### src/rtl/adpll_lock_ctrl_if.sv
// Signal bundle between the ADPLL lock sequencer and its detector / loop-filter neighbours.
// The master side drives the detector observations; the slave side (the sequencer) drives the loop controls.
`timescale 1ns/1ps
interface adpll_lock_ctrl_if #(
    parameter int PW = 10
);
    logic          enable;
    logic          ref_rise;
    logic [PW-1:0] ref_period;
    logic          lead;
    logic          lag;
    logic          loop_en;
    logic [1:0]    gain_sel;
    logic          locked;
    logic          lock_lost;
    logic          fail;
    logic [2:0]    state;

    modport master (
        output enable, ref_rise, ref_period, lead, lag,
        input  loop_en, gain_sel, locked, lock_lost, fail, state
    );

    modport slave (
        input  enable, ref_rise, ref_period, lead, lag,
        output loop_en, gain_sel, locked, lock_lost, fail, state
    );
endinterface

### src/rtl/adpll_lock_ctrl.sv
// ADPLL acquisition and lock sequencer: measures reference stability and phase error per
// reference period, steps IDLE -> MEASURE -> COARSE -> FINE -> LOCKED, and flags lock loss / failure.
`timescale 1ns/1ps
module adpll_lock_ctrl #(
    parameter int PW         = 10,
    parameter int PER_TOL    = 2,
    parameter int ERR_TOL    = 2,
    parameter int COARSE_TOL = 16,
    parameter int COARSE_MIN = 16,
    parameter int LOCK_CNT   = 8,
    parameter int UNLOCK_CNT = 4,
    parameter int TIMEOUT    = 1000
) (
    input logic              clk,
    input logic              rst,
    adpll_lock_ctrl_if.slave bus
);
    localparam int PW1 = PW + 1;
    localparam int CW  = $clog2(COARSE_MIN + 1);
    localparam int GW  = $clog2(LOCK_CNT + 1);
    localparam int BW  = $clog2(UNLOCK_CNT + 1);
    localparam int TW  = $clog2(TIMEOUT + 1);

    localparam logic [2:0] S_IDLE    = 3'd0;
    localparam logic [2:0] S_MEASURE = 3'd1;
    localparam logic [2:0] S_COARSE  = 3'd2;
    localparam logic [2:0] S_FINE    = 3'd3;
    localparam logic [2:0] S_LOCKED  = 3'd4;
    localparam logic [2:0] S_FAIL    = 3'd5;

    localparam logic [PW-1:0] CNT_MAX      = {PW{1'b1}};
    localparam logic [PW1-1:0] PER_TOL_C   = PW1'(PER_TOL);
    localparam logic [PW-1:0] ERR_TOL_C    = PW'(ERR_TOL);
    localparam logic [PW-1:0] COARSE_TOL_C = PW'(COARSE_TOL);
    localparam logic [CW-1:0] COARSE_MIN_C = CW'(COARSE_MIN);
    localparam logic [GW-1:0] LOCK_CNT_C   = GW'(LOCK_CNT);
    localparam logic [BW-1:0] UNLOCK_CNT_C = BW'(UNLOCK_CNT);
    localparam logic [TW-1:0] TIMEOUT_C    = TW'(TIMEOUT);

    function automatic logic [PW-1:0] sat_inc(input logic [PW-1:0] v);
        return (v == CNT_MAX) ? v : v + 1'b1;
    endfunction

    logic [2:0]    state_r, state_nxt_s;
    logic [PW-1:0] err_cnt_r, wd_r, prev_period_r;
    logic          first_r, first_upd_s, first_nxt_s;
    logic [1:0]    stab_r, stab_upd_s, stab_nxt_s;
    logic [CW-1:0] per_r, per_upd_s, per_nxt_s, per_inc_s;
    logic [TW-1:0] tmo_r, tmo_upd_s, tmo_nxt_s, tmo_inc_s;
    logic [GW-1:0] good_r, good_upd_s, good_nxt_s, good_inc_s;
    logic [BW-1:0] bad_r, bad_upd_s, bad_nxt_s, bad_inc_s;
    logic          entry_s, keep_tmo_s, wd_clr_s, lost_s;
    logic          act_s, ref_lost_s, active_s, tmo_hit_s, stable_s;
    logic [PW-1:0] err_s;
    logic [PW1-1:0] diff_s, absd_s;
    logic          loop_en_r, locked_r, lock_lost_r, fail_r;
    logic [1:0]    gain_sel_r;
    logic          loop_en_nxt_s, locked_nxt_s, fail_nxt_s;
    logic [1:0]    gain_sel_nxt_s;

    assign act_s      = bus.lead | bus.lag;
    assign err_s      = err_cnt_r;
    assign ref_lost_s = (wd_r == CNT_MAX) && !bus.ref_rise;
    assign active_s   = (state_r == S_MEASURE) || (state_r == S_COARSE) ||
                        (state_r == S_FINE) || (state_r == S_LOCKED);
    assign diff_s     = {1'b0, bus.ref_period} - {1'b0, prev_period_r};
    assign absd_s     = diff_s[PW] ? (~diff_s + 1'b1) : diff_s;
    assign stable_s   = (absd_s <= PER_TOL_C);
    assign per_inc_s  = (per_r == COARSE_MIN_C) ? per_r : per_r + 1'b1;
    assign tmo_inc_s  = tmo_r + 1'b1;
    assign good_inc_s = (err_s <= ERR_TOL_C) ? good_r + 1'b1 : {GW{1'b0}};
    assign bad_inc_s  = (err_s > ERR_TOL_C) ? bad_r + 1'b1 : {BW{1'b0}};
    assign tmo_hit_s  = bus.ref_rise && ((state_r == S_COARSE) || (state_r == S_FINE)) &&
                        (tmo_inc_s == TIMEOUT_C);

    // Per-period phase error, reference watchdog and previous-period capture.
    always_ff @(posedge clk) begin
        if (rst) begin
            err_cnt_r     <= {PW{1'b0}};
            wd_r          <= {PW{1'b0}};
            prev_period_r <= {PW{1'b0}};
        end else begin
            if (bus.ref_rise) begin
                err_cnt_r     <= {{(PW-1){1'b0}}, act_s};
                prev_period_r <= bus.ref_period;
            end else if (act_s) begin
                err_cnt_r <= sat_inc(err_cnt_r);
            end
            if (bus.ref_rise || wd_clr_s) begin
                wd_r <= {PW{1'b0}};
            end else begin
                wd_r <= sat_inc(wd_r);
            end
        end
    end

    // Next-state and counter update; global abort rules take precedence over state-local rules.
    always_comb begin
        state_nxt_s = state_r;
        entry_s     = 1'b0;
        keep_tmo_s  = 1'b0;
        wd_clr_s    = 1'b0;
        lost_s      = 1'b0;
        first_upd_s = first_r;
        stab_upd_s  = stab_r;
        per_upd_s   = per_r;
        tmo_upd_s   = tmo_r;
        good_upd_s  = good_r;
        bad_upd_s   = bad_r;
        if (!bus.enable) begin
            state_nxt_s = S_IDLE;
            entry_s     = 1'b1;
        end else if (ref_lost_s && active_s) begin
            state_nxt_s = S_MEASURE;
            entry_s     = 1'b1;
            wd_clr_s    = 1'b1;
            lost_s      = (state_r == S_LOCKED);
        end else if (tmo_hit_s) begin
            state_nxt_s = S_FAIL;
            entry_s     = 1'b1;
        end else begin
            case (state_r)
                S_IDLE: begin
                    state_nxt_s = S_MEASURE;
                    entry_s     = 1'b1;
                end
                S_MEASURE: begin
                    if (!bus.ref_rise) begin
                        stab_upd_s = stab_r;
                    end else if (!first_r) begin
                        first_upd_s = 1'b1;
                    end else if (!stable_s) begin
                        stab_upd_s = 2'd0;
                    end else if (stab_r == 2'd2) begin
                        state_nxt_s = S_COARSE;
                        entry_s     = 1'b1;
                    end else begin
                        stab_upd_s = stab_r + 2'd1;
                    end
                end
                S_COARSE: begin
                    if (!bus.ref_rise) begin
                        per_upd_s = per_r;
                    end else if ((per_inc_s >= COARSE_MIN_C) && (err_s <= COARSE_TOL_C)) begin
                        state_nxt_s = S_FINE;
                        entry_s     = 1'b1;
                        keep_tmo_s  = 1'b1;
                    end else begin
                        per_upd_s = per_inc_s;
                        tmo_upd_s = tmo_inc_s;
                    end
                end
                S_FINE: begin
                    if (!bus.ref_rise) begin
                        good_upd_s = good_r;
                    end else if (err_s > COARSE_TOL_C) begin
                        state_nxt_s = S_COARSE;
                        entry_s     = 1'b1;
                        keep_tmo_s  = 1'b1;
                    end else if (good_inc_s == LOCK_CNT_C) begin
                        state_nxt_s = S_LOCKED;
                        entry_s     = 1'b1;
                    end else begin
                        good_upd_s = good_inc_s;
                        tmo_upd_s  = tmo_inc_s;
                    end
                end
                S_LOCKED: begin
                    if (!bus.ref_rise) begin
                        bad_upd_s = bad_r;
                    end else if (bad_inc_s == UNLOCK_CNT_C) begin
                        state_nxt_s = S_COARSE;
                        entry_s     = 1'b1;
                        lost_s      = 1'b1;
                    end else if (!stable_s) begin
                        state_nxt_s = S_MEASURE;
                        entry_s     = 1'b1;
                        lost_s      = 1'b1;
                    end else begin
                        bad_upd_s = bad_inc_s;
                    end
                end
                S_FAIL: begin
                    state_nxt_s = S_FAIL;
                end
                default: begin
                    state_nxt_s = S_IDLE;
                    entry_s     = 1'b1;
                end
            endcase
        end
        // Entering any state restarts its counters; only the acquisition timeout survives COARSE<->FINE.
        first_nxt_s = entry_s ? 1'b0 : first_upd_s;
        stab_nxt_s  = entry_s ? 2'd0 : stab_upd_s;
        per_nxt_s   = entry_s ? {CW{1'b0}} : per_upd_s;
        good_nxt_s  = entry_s ? {GW{1'b0}} : good_upd_s;
        bad_nxt_s   = entry_s ? {BW{1'b0}} : bad_upd_s;
        tmo_nxt_s   = entry_s ? (keep_tmo_s ? tmo_inc_s : {TW{1'b0}}) : tmo_upd_s;
    end

    // Output decode from the upcoming state so registered outputs line up with the state register.
    always_comb begin
        loop_en_nxt_s  = 1'b0;
        gain_sel_nxt_s = 2'd0;
        locked_nxt_s   = 1'b0;
        fail_nxt_s     = 1'b0;
        case (state_nxt_s)
            S_COARSE: begin
                loop_en_nxt_s  = 1'b1;
                gain_sel_nxt_s = 2'd2;
            end
            S_FINE: begin
                loop_en_nxt_s  = 1'b1;
                gain_sel_nxt_s = 2'd1;
            end
            S_LOCKED: begin
                loop_en_nxt_s  = 1'b1;
                gain_sel_nxt_s = 2'd1;
                locked_nxt_s   = 1'b1;
            end
            S_FAIL: begin
                fail_nxt_s = 1'b1;
            end
            default: begin
                loop_en_nxt_s  = 1'b0;
                gain_sel_nxt_s = 2'd0;
            end
        endcase
    end

    // State, sequencing counters and registered outputs.
    always_ff @(posedge clk) begin
        if (rst) begin
            state_r     <= S_IDLE;
            first_r     <= 1'b0;
            stab_r      <= 2'd0;
            per_r       <= {CW{1'b0}};
            tmo_r       <= {TW{1'b0}};
            good_r      <= {GW{1'b0}};
            bad_r       <= {BW{1'b0}};
            loop_en_r   <= 1'b0;
            gain_sel_r  <= 2'd0;
            locked_r    <= 1'b0;
            lock_lost_r <= 1'b0;
            fail_r      <= 1'b0;
        end else begin
            state_r     <= state_nxt_s;
            first_r     <= first_nxt_s;
            stab_r      <= stab_nxt_s;
            per_r       <= per_nxt_s;
            tmo_r       <= tmo_nxt_s;
            good_r      <= good_nxt_s;
            bad_r       <= bad_nxt_s;
            loop_en_r   <= loop_en_nxt_s;
            gain_sel_r  <= gain_sel_nxt_s;
            locked_r    <= locked_nxt_s;
            lock_lost_r <= lost_s;
            fail_r      <= fail_nxt_s;
        end
    end

    assign bus.loop_en   = loop_en_r;
    assign bus.gain_sel  = gain_sel_r;
    assign bus.locked    = locked_r;
    assign bus.lock_lost = lock_lost_r;
    assign bus.fail      = fail_r;
    assign bus.state     = state_r;
endmodule

### src/flat_wrapper.sv
// flat-port wrapper written by rule: the top's interface ports become plain ports
module adpll_lock_ctrl_flat 
#(
    parameter int PW         = 10,
    parameter int PER_TOL    = 2,
    parameter int ERR_TOL    = 2,
    parameter int COARSE_TOL = 16,
    parameter int COARSE_MIN = 16,
    parameter int LOCK_CNT   = 8,
    parameter int UNLOCK_CNT = 4,
    parameter int TIMEOUT    = 1000
)
  (clk, rst, bus_enable, bus_ref_rise, bus_ref_period, bus_lead, bus_lag, bus_loop_en, bus_gain_sel, bus_locked, bus_lock_lost, bus_fail, bus_state);
  adpll_lock_ctrl_if #(.PW(PW)) bus_i ();
  input logic clk;
  input logic rst;
  input wire logic [$bits(bus_i.enable)-1:0] bus_enable;
  input wire logic [$bits(bus_i.ref_rise)-1:0] bus_ref_rise;
  input wire logic [$bits(bus_i.ref_period)-1:0] bus_ref_period;
  input wire logic [$bits(bus_i.lead)-1:0] bus_lead;
  input wire logic [$bits(bus_i.lag)-1:0] bus_lag;
  output wire logic [$bits(bus_i.loop_en)-1:0] bus_loop_en;
  output wire logic [$bits(bus_i.gain_sel)-1:0] bus_gain_sel;
  output wire logic [$bits(bus_i.locked)-1:0] bus_locked;
  output wire logic [$bits(bus_i.lock_lost)-1:0] bus_lock_lost;
  output wire logic [$bits(bus_i.fail)-1:0] bus_fail;
  output wire logic [$bits(bus_i.state)-1:0] bus_state;
  assign bus_i.enable = bus_enable;
  assign bus_i.ref_rise = bus_ref_rise;
  assign bus_i.ref_period = bus_ref_period;
  assign bus_i.lead = bus_lead;
  assign bus_i.lag = bus_lag;
  assign bus_loop_en = bus_i.loop_en;
  assign bus_gain_sel = bus_i.gain_sel;
  assign bus_locked = bus_i.locked;
  assign bus_lock_lost = bus_i.lock_lost;
  assign bus_fail = bus_i.fail;
  assign bus_state = bus_i.state;
  adpll_lock_ctrl #(.PW(PW), .PER_TOL(PER_TOL), .ERR_TOL(ERR_TOL), .COARSE_TOL(COARSE_TOL), .COARSE_MIN(COARSE_MIN), .LOCK_CNT(LOCK_CNT), .UNLOCK_CNT(UNLOCK_CNT), .TIMEOUT(TIMEOUT)) u_core (.clk(clk), .rst(rst), .bus(bus_i));
endmodule
### config.mk
export PLATFORM = sky130hd
export DESIGN_NAME = adpll_lock_ctrl_flat
export DESIGN_NICKNAME = d
export VERILOG_FILES = /design/src/rtl/adpll_lock_ctrl_if.sv /design/src/rtl/adpll_lock_ctrl.sv /design/src/flat_wrapper.sv
export SDC_FILE = /design/constraint.sdc
export NUM_CORES = 1
export LEC_CHECK = 0
export BUFFER_PORTS_ARGS = -buffer_cell sky130_fd_sc_hd__buf_4
export CORE_ASPECT_RATIO = 1.75
export CORE_MARGIN = 4
export CORE_UTILIZATION = 49
export DETAILED_ROUTE_END_ITERATION = 8
export PLACE_DENSITY = 0.66
export RECOVER_POWER = 100
export REMOVE_ABC_BUFFERS = 1
export SLEW_MARGIN = 0
export SYNTH_ARGS = -nofsm -noshare
export SYNTH_HDL_FRONTEND = slang
export SYNTH_SLANG_ARGS = --single-unit
export TNS_END_PERCENT = 10
### constraint.sdc
create_clock -name clk -period 4.16 [get_ports clk]
set_clock_uncertainty 0.05 [all_clocks]
set_input_delay 0.416 -clock clk [delete_from_list [all_inputs] [get_ports clk]]
set_output_delay 0.416 -clock clk [all_outputs]
set_load 0.01 [all_outputs]
# After elaboration in Yosys (flattened, before gate mapping)
# Cells that the tools add are included.
[word_totals]
ff_bits = 64
output_inout_bits = 9
[op_classes]
add_sub_neg = 9
n_lt_le_gt_ge = 6
eq_ne = 25
n_mux = 67
bitwise = 10
n_reduce_logical = 29
[ops]
columns = ["op", "count"]
rows = [
  ["10-bit 2-to-1 mux", 10],
  ["3-bit 2-to-1 mux", 16],
  ["1-bit 2-to-1 mux", 31],
  ["10-bit by 1-bit adder with 10-bit output (second input constant)", 3],
  ["10-bit equality test (second input constant)", 3],
  ["7-bit AND reduction", 3],
  ["10-bit case mux with 2 select lines", 1],
  ["3-bit case mux with 6 select lines", 1],
  ["3-bit equality test (second input constant)", 5],
  ["3-bit by 2-bit inequality test with 1-bit output (second input constant)", 5],
  ["3-bit by 2-bit equality test with 1-bit output (second input constant)", 4],
  ["11-bit by 1-bit adder with 11-bit output (second input constant)", 1],
  ["11-bit by 2-bit less-or-equal comparator with 1-bit output (second input constant)", 1],
  ["11-bit 2-to-1 mux", 1],
  ["11-bit NOT", 1],
  ["10-bit by 10-bit subtractor with 11-bit output", 1],
  ["10-bit by 2-bit > comparator with 1-bit output (second input constant)", 1],
  ["10-bit by 5-bit > comparator with 1-bit output (second input constant)", 1],
  ["10-bit by 2-bit less-or-equal comparator with 1-bit output (second input constant)", 1],
  ["10-bit by 5-bit less-or-equal comparator with 1-bit output (second input constant)", 1],
  ["2-bit OR reduction", 5],
  ["9-bit AND reduction", 1],
  ["1-bit NOT", 8],
  ["6-bit AND reduction", 1],
  ["other kinds (27)", 40],
]

# Depth between registers and ports, before layout
# Gate-level depths: netlist (run 1).
[logic_depth]
word_depth = 15
mapped_depth = 15
ltp_nobuf = 13

# Worst setup path before layout (run 1)
# OpenSTA, ideal clock, no wires.
[synth_path]
kind = "input to register"
start = "in bus_ref_period[0]"
end = "reg u_core.gain_sel_r[0], in the netlist u_core.bus.gain_sel[0]"
arrival_time_ns = 3.515
t_required_ns = 4.038
setup_slack_ns = 0.524
stages = 13
path_cell_list = "inv_1 > ha_1 > inv_1 > fa_1 > a211oi_2 > nor2_1 > o211a_1 > and2_1 > a311o_1 > a32o_1 > or4_1 > a2111o_1 > mux2i_1"
[synth_between]
elab_chain_len = 15
elab_cells_between_ends = 20
[synth_lines]
columns = ["item", "line", "rtl"]
rows = [
  ["start, declared", "flat_wrapper.sv:19", "input wire logic [$bits(bus_i.ref_period)-1:0] bus_ref_period;"],
  ["10-bit by 10-bit subtractor with 11-bit output (*)", "adpll_lock_ctrl.sv:66", "assign diff_s = {1'b0, bus.ref_period} - {1'b0, prev_period_r};"],
  ["11-bit NOT", "adpll_lock_ctrl.sv:67", "assign absd_s = diff_s[PW] ? (~diff_s + 1'b1) : diff_s;"],
  ["11-bit by 1-bit adder with 11-bit output", "adpll_lock_ctrl.sv:67", ""],
  ["11-bit 2-to-1 mux (*)", "adpll_lock_ctrl.sv:67", ""],
  ["11-bit by 2-bit less-or-equal comparator with 1-bit output (*)", "adpll_lock_ctrl.sv:68", "assign stable_s = (absd_s <= PER_TOL_C);"],
  ["3-bit 2-to-1 mux, on equally long branches", "adpll_lock_ctrl.sv:175, adpll_lock_ctrl.sv:132", ""],
  ["3-bit 2-to-1 mux, on equally long branches", "adpll_lock_ctrl.sv:171, adpll_lock_ctrl.sv:130", ""],
  ["3-bit 2-to-1 mux, on equally long branches", "adpll_lock_ctrl.sv:169, adpll_lock_ctrl.sv:128", ""],
  ["3-bit case mux with 6 select lines (*)", "adpll_lock_ctrl.sv:122", "case (state_r)"],
  ["3-bit 2-to-1 mux (*)", "adpll_lock_ctrl.sv:118", "end else if (tmo_hit_s) begin"],
  ["3-bit 2-to-1 mux (*)", "adpll_lock_ctrl.sv:113", "end else if (ref_lost_s && active_s) begin"],
  ["3-bit 2-to-1 mux (*)", "adpll_lock_ctrl.sv:110", "if (!bus.enable) begin"],
  ["3-bit by 2-bit equality test with 1-bit output / 3-bit equality test (equally long branches)", "adpll_lock_ctrl.sv:207", "case (state_nxt_s)"],
  ["2-bit OR reduction (no line)", "--", ""],
  ["2-bit case mux with 2 select lines (*)", "adpll_lock_ctrl.sv:207", ""],
  ["end signal, assigned", "adpll_lock_ctrl.sv:255", "gain_sel_r <= gain_sel_nxt_s;"],
  ["end, declared", "adpll_lock_ctrl.sv:57", "logic [1:0] gain_sel_r;"],
]
# Every way passes the cells marked *; elsewhere a longest branch is shown, timed or not.
# A chain may end at the register's enable or synchronous reset.

# Final worst setup path (run 1)
[layout_path]
start = "reg u_core.prev_period_r[0]"
end = "reg u_core.gain_sel_r[0], in the netlist u_core.bus.gain_sel[0]"
[layout_between]
elab_chain_len = 15
elab_cells_between_ends = 20
[layout_lines]
columns = ["item", "line", "rtl"]
rows = [
  ["start, declared", "adpll_lock_ctrl.sv:45", "logic [PW-1:0] err_cnt_r, wd_r, prev_period_r;"],
  ["start signal, assigned", "adpll_lock_ctrl.sv:81", "prev_period_r <= {PW{1'b0}};"],
  ["start signal, assigned", "adpll_lock_ctrl.sv:85", "prev_period_r <= bus.ref_period;"],
  ["10-bit by 10-bit subtractor with 11-bit output (*)", "adpll_lock_ctrl.sv:66", ""],
  ["11-bit NOT", "adpll_lock_ctrl.sv:67", ""],
  ["11-bit by 1-bit adder with 11-bit output", "adpll_lock_ctrl.sv:67", ""],
  ["11-bit 2-to-1 mux (*)", "adpll_lock_ctrl.sv:67", ""],
  ["11-bit by 2-bit less-or-equal comparator with 1-bit output (*)", "adpll_lock_ctrl.sv:68", ""],
  ["3-bit 2-to-1 mux, on equally long branches", "adpll_lock_ctrl.sv:175, adpll_lock_ctrl.sv:132", ""],
  ["3-bit 2-to-1 mux, on equally long branches", "adpll_lock_ctrl.sv:171, adpll_lock_ctrl.sv:130", ""],
  ["3-bit 2-to-1 mux, on equally long branches", "adpll_lock_ctrl.sv:169, adpll_lock_ctrl.sv:128", ""],
  ["3-bit case mux with 6 select lines (*)", "adpll_lock_ctrl.sv:122", ""],
  ["3-bit 2-to-1 mux (*)", "adpll_lock_ctrl.sv:118", ""],
  ["3-bit 2-to-1 mux (*)", "adpll_lock_ctrl.sv:113", ""],
  ["3-bit 2-to-1 mux (*)", "adpll_lock_ctrl.sv:110", ""],
  ["3-bit by 2-bit equality test with 1-bit output / 3-bit equality test (equally long branches)", "adpll_lock_ctrl.sv:207", ""],
  ["2-bit OR reduction (no line)", "--", ""],
  ["2-bit case mux with 2 select lines (*)", "adpll_lock_ctrl.sv:207", ""],
]
# Marks and branches as above.

==> results of run 1 <==
power by group:
part           switching [mW]  internal [mW]  leakage (nW)
registers             0.00826          0.623         0.518
logic                   0.153          0.107          1.12
clock network           0.257          0.507         0.154
synthesized netlist by cell type, types with 7 or more instances:
library cell	n	area [um^2]
nand3_1	31	155
a21oi_1	33	165
nor3_1	9	45.0
o21ai_0	19	95.1
nor2_1	69	259
nand2b_1	7	43.8
xnor2_1	11	96.3
or3_1	7	43.8
and3_1	8	50.1
and2_1	7	43.8
nand4_1	12	75.1
nor2b_1	8	50.1
ha_1	20	250
a31oi_1	9	56.3
nand2_1	35	131
clkbuf_1	17	63.8
mux2i_1	16	160
xor2_1	12	105
inv_1	28	105
dfxtp_1	64	1280
a211oi_1	10	75.1
cells by family after synthesis:
kind of cell / after synthesis / synth area share
buffers and inverters: 48 / 0.0431
AO/OA/AOI/OAI: 134 / 0.219
multiplexers: 17 / 0.0401
adder cells (fa/ha/maj): 21 / 0.0633
AND/OR/NAND/NOR: 235 / 0.287
XOR/XNOR: 23 / 0.0472
flip-flops: 64 / 0.300
worst max-delay path: cells and delay by family, from the launching register on:
family                   cells  cell delay (ps)
flip-flops                   1              330
AO/OA/AOI/OAI                5             1730
adder cells (fa/ha/maj)      2              610
AND/OR/NAND/NOR              3              810
multiplexers                 1              190
buffers and inverters        1               50
routing by layer:
| metal | routed length [um] | track usage |
|---|---|---|
| met5 | 0 | 0 |
| met4 | 384 | 0.103 |
| met3 | 245 | 0.0438 |
| met2 | 5310 | 0.373 |
| met1 | 4000 | 0.212 |
final cells by class:
class / instances / area [um^2]
Multi-Input combinational cell: 430 / 2800
Clock inverter: 3 / 40.0
Sequential cell: 64 / 1280
Tap cell: 115 / 144
Timing Repair Buffer: 32 / 196
Fill cell: 818 / 3590
Inverter: 28 / 105
Clock buffer: 12 / 267
sequential cells by signal, indices dropped and copies added (netlist names), 2 cells and up, named ones only:
signal                count
u_core.bad_r              3
u_core.bus.gain_sel       2
u_core.bus.state          3
u_core.err_cnt_r         10
u_core.good_r             4
u_core.per_r              4
u_core.prev_period_r     10
u_core.stab_r             2
u_core.tmo_r             10
u_core.wd_r              10
repair_timing:
item / in CTS / in global routing
setup endpoints to repair: 0 / 1
gates resized for setup: 0 / 2
hold buffers: 0 / 0
worst paths after layout:
check	start	end	slack, ps	cells after the start
min	bus_ref_period[8]	u_core.prev_period_r[8]	290	3
max reg2reg	u_core.prev_period_r[0]	u_core.bus.gain_sel[0]	320	12
max	u_core.prev_period_r[0]	u_core.bus.gain_sel[0]	320	12
min reg2reg	u_core.bad_r[1]	u_core.bad_r[1]	420	2
per-stage QoR:
stage | power (mW) | utilization | setup slack (ps)
global route | 1.73 | 0.574 | 42.3
global placement | 0.897 | 0.543 | 208
CTS | 1.67 | 0.580 | 314
finish | 1.65 | 0.574 | 323
floorplan | 0.826 | - | -42.9
detailed placement | 0.902 | 0.543 | 84.2
==> metrics.txt, run 1 <==
CP Class reg -> reg; Synth Flop Type dfxtp_1; DRT antenna net count 0; slowest CP cell or4_1; min cycle time layout 3840 ps; Slew @ Worst Pin 1440 ps; share of post-route cells with drive strength above 1 0.0773; clock buffer depth 2; Synth Warn # 0; Syn-to-layout area delta 13.3%; PortBufs 24; CP Launch Type flip-flop; nets@finish 602; Final Non-Filler Cells 684; Synth Register Bits 64; DRT Wirelength 9.94 mm; first-pass GRT wire length 17.3 mm; worst hold slack 287 ps; Die ar. 10,300 um^2; fin. max-slew vios 0; routability congestion estimate 0.854; dpl cell area 4580 um^2; Syn Std Cell Area 4270 um^2; Min-Delay Path Class in -> reg; commonest non-fill, non-tap cell in the layout nor2_1; initial antenna violation count 0; CP max FO 5; post-synth cell types 72; H-tree lvl count 3; outcome finished clean; grt ovf 0; chip height 131 um; register area share after synthesis 0.300; ys async rst share 0; Die X 78.6 um; Pwr Density 342 nW/um^2; final setup vio count 0; clock transition at the registers of the reported paths 50 ps; DRC viols 0; via count 4,040; CTS tree done; relative max-transition margin 0.0384; Iter 0 DRT Violations 191; post-route design area 4840 um^2; drt wl/cell 14.5 um; cells after synthesis 542; largest net degree at the start of global routing 29; Setup Fix Bufs, Post-CTS 0; total clock sinks 64; Critical Path RT 4360 ps; FMAX 261 MHz; CP Capture Type flip-flop; core box area 8420 um^2; Num CTS Buffers 9; slowest stage delay, CP 530 ps; Post-DP HPWL 7.52 mm; placed cells 669; Starting Density 0.507; DR pass1 iterations 5; total track usage 0.204; Fin. Hold Viols 0; Rows 44; vias in the first global route 3,929; peak supply drop 0.283 mV; total negative slack 0 ps; Mapped Avg Cell Area 7.88 um^2; I/O pins 25; Post-synth EDFFs 0; most frequent cells in the layout nor2_1, dfxtp_1, nand2_1, a21oi_1, nand3_1; worst-path cell chain ha_1 -> inv_1 -> fa_1 -> a211oi_2 -> nor2_1 -> o211a_1 -> and2_1 -> a311o_1 -> a32o_1 -> or4_1 -> a2111o_1 -> mux2i_1; final period utilization 0.922; Ant. Diodes 0; CP arrival 4040 ps; clk_lat worst skew 330 ps; Clk Tree Root Cell clkbuf_16; max_cap viols 0; Avg Vias per Cell 5.91; Leak 1.80 nW; RSZ-0062 raised after global routing false
No activity file was read; power rests on OpenSTA's default activity.
==> run 2, diff against run 1 <==
--- a/config.mk
+++ b/config.mk
@@ -5,12 +5,13 @@
 export SDC_FILE = /design/constraint.sdc
 export NUM_CORES = 1
 export LEC_CHECK = 0
+export ABC_AREA = 1
 export BUFFER_PORTS_ARGS = -buffer_cell sky130_fd_sc_hd__buf_4
 export CORE_ASPECT_RATIO = 1.75
 export CORE_MARGIN = 4
-export CORE_UTILIZATION = 49
+export CORE_UTILIZATION = 62
 export DETAILED_ROUTE_END_ITERATION = 8
-export PLACE_DENSITY = 0.66
+export PLACE_DENSITY = 0.81
 export RECOVER_POWER = 100
 export REMOVE_ABC_BUFFERS = 1
 export SLEW_MARGIN = 0
==> metrics.txt, run 2 <==
Synth Register Bits 64 (unchanged); total track usage 0.266 (was 0.204); dpl ws 716 ps (was 84.2 ps); Syn-to-layout area delta 10.6% (was 13.3%); Reg-to-Reg Start u_core.prev_period_r[0] (unchanged); first-pass GRT wire length 18.2 mm (was 17.3 mm); Register Area 1280 um^2 (unchanged); commonest non-fill, non-tap cell in the layout nand2_1 (was nor2_1); Fin. Hold Viols 0 (unchanged); hold path endpoint u_core.prev_period_r[0] (was u_core.prev_period_r[8]); synth top area cells dfxtp_1, nand2_1, inv_1 (was dfxtp_1, nor2_1, ha_1); DRC viols 0 (unchanged); ys async rst share 0 (unchanged); Synth Warn # 0 (unchanged); Buf+Inv Stages, Crit Path 2 (was 1); Commonest cells post-synth nand2_1, inv_1, nand3_1 (was nor2_1, dfxtp_1, nand2_1); cells after synthesis 654 (was 542); post-synth cell types 43 (was 72); drt wl/cell 13.7 um (was 14.5 um); worst-path cell chain ha_1 -> inv_1 -> fa_1 -> inv_1 -> nand2_1 -> nor2_1 -> nand3_1 -> nor2_1 -> nand3_1 -> a21oi_1 -> nand2_1 -> nand2_1 -> nand2_1 -> nor2_8 -> nand2_1 -> a21oi_1 -> nand3_1 -> nand3_1 -> a21oi_1 (was ha_1 -> inv_1 -> fa_1 -> a211oi_2 -> nor2_1 -> o211a_1 -> and2_1 -> a311o_1 -> a32o_1 -> or4_1 -> a2111o_1 -> mux2i_1); hold_buf cts 0 (unchanged); CTS tree done (unchanged); CP Capture Type flip-flop (unchanged); I/O pins 25 (unchanged); H-tree lvl count 3 (unchanged); footprint of the multi-input gates 2530 um^2 (was 2800 um^2); RSZ-0062 raised after global routing false (unchanged); Synth Flop Type dfxtp_1 (unchanged); total clock sinks 64 (unchanged); share of post-route cells with drive strength above 1 0.0977 (was 0.0773); Num CTS Buffers 9 (unchanged); initial antenna violation count 0 (unchanged); CP most frequent cell nand2_1; Clk Tree Root Cell clkbuf_16 (unchanged); largest net degree at the start of global routing 25 (was 29); chip height 118 um (was 131 um); Critical Path RT 4290 ps (was 4360 ps); total negative slack 0 ps (unchanged); Setup Fix Bufs, Post-CTS 0 (unchanged); grt ovf 0 (unchanged); Slew @ Worst Pin 1170 ps (was 1440 ps); peak supply drop 0.269 mV (was 0.283 mV); Pwr Density 348 nW/um^2 (was 342 nW/um^2); PostCTS Resize Cnt 0 (unchanged); area share of the largest cell type after synthesis 0.297 (was 0.300); reg2reg end u_core.tmo_r[9] (was u_core.bus.gain_sel[0]); Mapped Avg Cell Area 6.59 um^2 (was 7.88 um^2); final period utilization 0.823 (was 0.922); Final WS setup 736 ps (was 323 ps); DR pass1 iterations 5 (unchanged); reg2reg setup slack 740 ps (was 320 ps); dominant cell type by area after synthesis dfxtp_1 (unchanged); clk_lat worst skew 330 ps (about the same); CP Class reg -> reg (unchanged); relative max-transition margin 0.209 (was 0.0384); DRT antenna net count 0 (unchanged); final setup vio count 0 (unchanged); CP max FO 11 (was 5); Post-synth EDFFs 0 (unchanged); register area share after synthesis 0.297 (was 0.300); Leak 2.08 nW (was 1.80 nW); DRT Wirelength 10.5 mm (was 9.94 mm); Min-Delay Path Class in -> reg (unchanged); PortBufs 24 (unchanged); fill cell count 646 (was 818); outcome finished clean (unchanged); Starting Density 0.633 (was 0.507); clock transition at the registers of the reported paths 50 ps (about the same); core box area 6810 um^2 (was 8420 um^2); Avg Vias per Cell 5.56 (was 5.91); CP arrival 3550 ps (was 4040 ps); via count 4,285 (was 4,040); Syn Std Cell Area 4310 um^2 (was 4270 um^2); fin. max-slew vios 0 (unchanged); Worst path depth 19 (was 12); vias in the first global route 4,263 (was 3,929); delay-heaviest family, CP simple AND/OR/NAND/NOR gates (was compound AO/OA/AOI/OAI gates); top-count cell post-synth nand2_1 (was nor2_1); nets@finish 718 (was 602); Iter 0 DRT Violations 294 (was 191); most frequent cells in the layout nand2_1, inv_1, nand3_1, dfxtp_1, nor2_1 (was nor2_1, dfxtp_1, nand2_1, a21oi_1, nand3_1); max_cap viols 0 (unchanged); Die ar. 8400 um^2 (was 10,300 um^2); Ant. Diodes 0 (unchanged); slowest stage delay, CP 470 ps (was 530 ps); Hold Path Depth 3 (unchanged); clock buffer depth 2 (unchanged); routability congestion estimate 0.934 (was 0.854); Hold Startpoint bus_ref_period[0] (was bus_ref_period[8]); Rows 40 (was 44); Post-DP HPWL 7.94 mm (was 7.52 mm); worst reg2reg path depth 19 (was 12); slowest CP cell fa_1 (was or4_1); Die X 71.0 um (was 78.6 um); min cycle time layout 3420 ps (was 3840 ps); CP Launch Type flip-flop (unchanged); FMAX 292 MHz (was 261 MHz)
run 2: cell families (layout without fill, tap and decap cells):
logic type,count (synthesis),after routing,share of synthesized area
flip-flops,64,64,0.297
adder cells (fa/ha/maj),21,21,0.0627
buffers and inverters,115,147,0.105
AO/OA/AOI/OAI,96,96,0.132
multiplexers,1,1,0.00232
XOR/XNOR,12,12,0.0244
AND/OR/NAND/NOR,345,345,0.376
run 2: worst max path at each step:
stage | start | endpoint | slack [ps]
6_report | u_core.prev_period_r[0] | u_core.tmo_r[9] | 740
5_1_grt | u_core.prev_period_r[0] | u_core.tmo_r[9] | 360
4_1_cts | u_core.prev_period_r[0] | u_core.tmo_r[0] | 950
3_5_place_dp | bus_ref_period[0] | u_core.tmo_r[0] | 720
3_3_place_gp | bus_ref_period[0] | u_core.bus.gain_sel[0] | 790
2_1_floorplan | bus_ref_period[0] | u_core.tmo_r[0] | 1180
run 2: worst reg2reg max path, cell delays in order (launching register included):
cell and delay [ps]:
dfxtp_1 310, ha_1 180, inv_1 100, fa_1 470
inv_1 70, nand2_1 40, nor2_1 200, nand3_1 130
nor2_1 130, nand3_1 110, a21oi_1 130, nand2_1 60
nand2_1 50, nand2_1 140, nor2_8 160, nand2_1 110
a21oi_1 180, nand3_1 350, nand3_1 200, a21oi_1 100
run 2: where the power goes:
group	leakage, nW	switching, mW	total, mW	internal [mW]
sequential	0.519	0.00662	0.631	0.624
clock	0.143	0.259	0.755	0.497
combinational	1.42	0.182	0.271	0.0896
run 2: cell type report:
| class | instances | share of cell area |
|---|---|---|
| flip-flops and latches | 64 | 0.269 |
| repair buffers | 24 | 0.0299 |
| inverters | 107 | 0.0848 |
| clock inverters | 2 | 0.00788 |
| multi-input cells | 475 | 0.531 |
| clock buffers | 14 | 0.0554 |
| well taps | 84 | 0.0221 |
run 2: stage by stage:
step | hold slack [ps] | cells | area (um^2) | power [mW] | util
4_1_cts | 293 | 770 | 4850 | 1.67 | 0.712
6_report | 312 | 770 | 4760 | 1.66 | 0.700
2_1_floorplan | 384 | 646 | 4260 | 0.849 | -
3_3_place_gp | 398 | 754 | 4540 | 0.910 | 0.668
5_1_grt | 306 | 770 | 4760 | 1.74 | 0.700
3_5_place_dp | 404 | 754 | 4540 | 0.915 | 0.668
run 2: metal layers:
layer	GRT usage	share of wire	vias up	wire [um]
li1	-	-	2201	-
met1	0.266	0.38	1949	3950
met2	0.492	0.54	96	5720
met3	0.0562	0.036	39	383
met4	0.142	0.044	0	465
met5	0	0	-	0
==> run 3, diff against run 2 <==
--- a/config.mk
+++ b/config.mk
@@ -9,9 +9,9 @@
 export BUFFER_PORTS_ARGS = -buffer_cell sky130_fd_sc_hd__buf_4
 export CORE_ASPECT_RATIO = 1.75
 export CORE_MARGIN = 4
-export CORE_UTILIZATION = 62
+export CORE_UTILIZATION = 56
 export DETAILED_ROUTE_END_ITERATION = 8
-export PLACE_DENSITY = 0.81
+export PLACE_DENSITY = 0.77
 export RECOVER_POWER = 100
 export REMOVE_ABC_BUFFERS = 1
 export SLEW_MARGIN = 0
==> constraint.sdc (replaced) <==
create_clock -name clk -period 2.9 [get_ports clk]
set_clock_uncertainty 0.05 [all_clocks]
set_input_delay 0.29 -clock clk [delete_from_list [all_inputs] [get_ports clk]]
set_output_delay 0.29 -clock clk [all_outputs]
set_load 0.01 [all_outputs]
==> metrics.txt, run 3 (synthesized netlist as in run 2, its figures left out) <==
Buf+Inv Stages, Crit Path 4 (was 2); via count 4,680 (was 4,285); min cycle time layout 3010 ps (was 3420 ps); relative max-transition margin 0.449 (was 0.209); Min-Delay Path Class in -> reg (unchanged); Iter 0 DRT Violations 296 (was 294); outcome complete, but fails checks (was finished clean); CP arrival 3240 ps (was 3550 ps); post-route design area 5490 um^2 (was 4760 um^2); commonest non-fill, non-tap cell in the layout nand2_1 (unchanged); Leak 2.33 nW (was 2.08 nW); CP most frequent cell nand2_1 (unchanged); fin. max-slew vios 0 (unchanged); Die X 74.3 um (was 71.0 um); failing checks setup timing; PortBufs 24 (unchanged); Ant. Diodes 0 (unchanged); Rows 42 (was 40); total clock sinks 64 (unchanged); Pwr Density 491 nW/um^2 (was 348 nW/um^2); slowest CP cell fa_2 (was fa_1); share of post-route cells with drive strength above 1 0.240 (was 0.0977); H-tree lvl count 3 (unchanged); worst hold slack 171 ps (was 312 ps); worst-path cell chain ha_4 -> inv_4 -> fa_2 -> inv_2 -> nand2_2 -> nor2_4 -> nand3_2 -> nand2_1 -> nand2_1 -> nand2_1 -> nand3_2 -> nor2_4 -> nand3_4 -> nor2_8 -> nand2_4 -> a21oi_4 -> nand2_4 -> inv_8 -> clkbuf_16 -> nand3_1 -> a21oi_1 (was ha_1 -> inv_1 -> fa_1 -> inv_1 -> nand2_1 -> nor2_1 -> nand3_1 -> nor2_1 -> nand3_1 -> a21oi_1 -> nand2_1 -> nand2_1 -> nand2_1 -> nor2_8 -> nand2_1 -> a21oi_1 -> nand3_1 -> nand3_1 -> a21oi_1); Final WS setup -114 ps (was 736 ps); Fin. Hold Viols 0 (unchanged); Slew @ Worst Pin 825 ps (was 1170 ps); initial antenna violation count 0 (unchanged); first-pass GRT wire length 18.7 mm (was 18.2 mm); largest net degree at the start of global routing 24 (was 25); Critical Path RT 3130 ps (was 4290 ps); I/O pins 25 (unchanged); slowest stage delay, CP 440 ps (was 470 ps); final period utilization 1.04 (was 0.823); FMAX 332 MHz (was 292 MHz); max_cap viols 0 (unchanged); CP max FO 4 (was 11); CP Launch Type flip-flop (unchanged); RSZ-0062 raised after global routing true (was false); Register Area 1280 um^2 (about the same); CP Capture Type flip-flop (unchanged); Post-DP HPWL 8.50 mm (was 7.94 mm); Die ar. 9220 um^2 (was 8400 um^2); DRT Wirelength 12.2 mm (was 10.5 mm); core box area 7510 um^2 (was 6810 um^2); Clk Tree Root Cell clkbuf_16 (unchanged); clock buffer depth 2 (unchanged); routability congestion estimate 0.985 (was 0.934); clk_lat worst skew 340 ps (was 330 ps); clock transition at the registers of the reported paths 50 ps (about the same); Syn-to-layout area delta 27.4% (was 10.6%); nets@finish 757 (was 718); dpl cell area 4800 um^2 (was 4540 um^2); total track usage 0.260 (was 0.266); DRC viols 0 (unchanged); DR pass1 iterations 6 (was 5); Total Power 2.69 mW (was 1.66 mW); CP Class reg -> reg (unchanged); most frequent cells in the layout nand2_1, inv_1, dfxtp_1, nand3_1, nor2_1 (was nand2_1, inv_1, nand3_1, dfxtp_1, nor2_1); fill cell count 607 (was 646); Starting Density 0.573 (was 0.633); hold_buf cts 0 (unchanged); peak supply drop 0.408 mV (was 0.269 mV); DRT antenna net count 0 (unchanged); grt ovf 0 (unchanged); Avg Vias per Cell 5.76 (was 5.56); drt wl/cell 15.1 um (was 13.7 um); Num CTS Buffers 9 (unchanged); final setup vio count 27 (was 0); delay-heaviest family, CP simple AND/OR/NAND/NOR gates (unchanged); CTS tree done (unchanged); chip height 124 um (was 118 um); footprint of the multi-input gates 2880 um^2 (was 2530 um^2); vias in the first global route 4,428 (was 4,263)
run 3: layer usage:
metal / routed length (um) / up-vias / GRT usage
met1: 4320 / 2163 / 0.241
met4: 726 / 0 / 0.148
li1: - / 2282 / -
met2: 6680 / 174 / 0.504
met5: 0 / - / 0
met3: 518 / 61 / 0.0509
run 3: what timing repair did:
action	CTS	global route
cloned	0	3
pin swaps	9	34
endpoints found under the setup margin	32	33
setup buffers	0	4
gates resized for setup	21	58
run 3: metrics by stage:
stage	setup TNS (ps)	setup WS, ps	cells	utilization
3_5_place_dp	-7530	-322	790	0.639
2_1_floorplan	0	41.0	646	-
4_1_cts	-555	-52.4	806	0.694
6_report	-1430	-114	813	0.731
3_3_place_gp	-5640	-235	790	0.639
5_1_grt	-7960	-321	813	0.731
run 3: layout make-up:
cell class | instances | area share
Clock buffer | 12 | 0.0485
Inverter | 107 | 0.0750
Multi-Input combinational cell | 476 | 0.524
Timing Repair Buffer | 62 | 0.0850
Clock inverter | 4 | 0.0137
Sequential cell | 64 | 0.234
Tap cell | 88 | 0.0201
run 3: power by group:
group / leakage, nW / internal [mW] / total [mW] / switching, mW
clock network: 0.161 / 0.822 / 1.23 / 0.410
logic: 1.65 / 0.213 / 0.555 / 0.342
registers: 0.519 / 0.895 / 0.905 / 0.0104
run 3: worst register-to-register path: stages (launching register included):
cell and delay [ps]:
dfxtp_2 330, ha_4 160, inv_4 50, fa_2 450, inv_2 70, nand2_2 50
nor2_4 140, nand3_2 100, nand2_1 100, nand2_1 60, nand2_1 80, nand3_2 80
nor2_4 120, nand3_4 110, nor2_8 150, nand2_4 70, a21oi_4 230, nand2_4 110
inv_8 110, clkbuf_16 140, nand3_1 60, a21oi_1 120
run 3: path summary, 6_finish.rpt:
| path | start | endpoint | slack, ps | cells past startpoint |
|---|---|---|---|---|
| worst max register to register | u_core.prev_period_r[0] | u_core.tmo_r[2] | -110 | 21 |
| worst max-delay path | u_core.prev_period_r[0] | u_core.tmo_r[2] | -110 | 21 |
| worst min-delay path | rst | u_core.tmo_r[8] | 170 | 2 |
| worst min register to register | u_core.prev_period_r[7] | u_core.prev_period_r[7] | 410 | 2 |
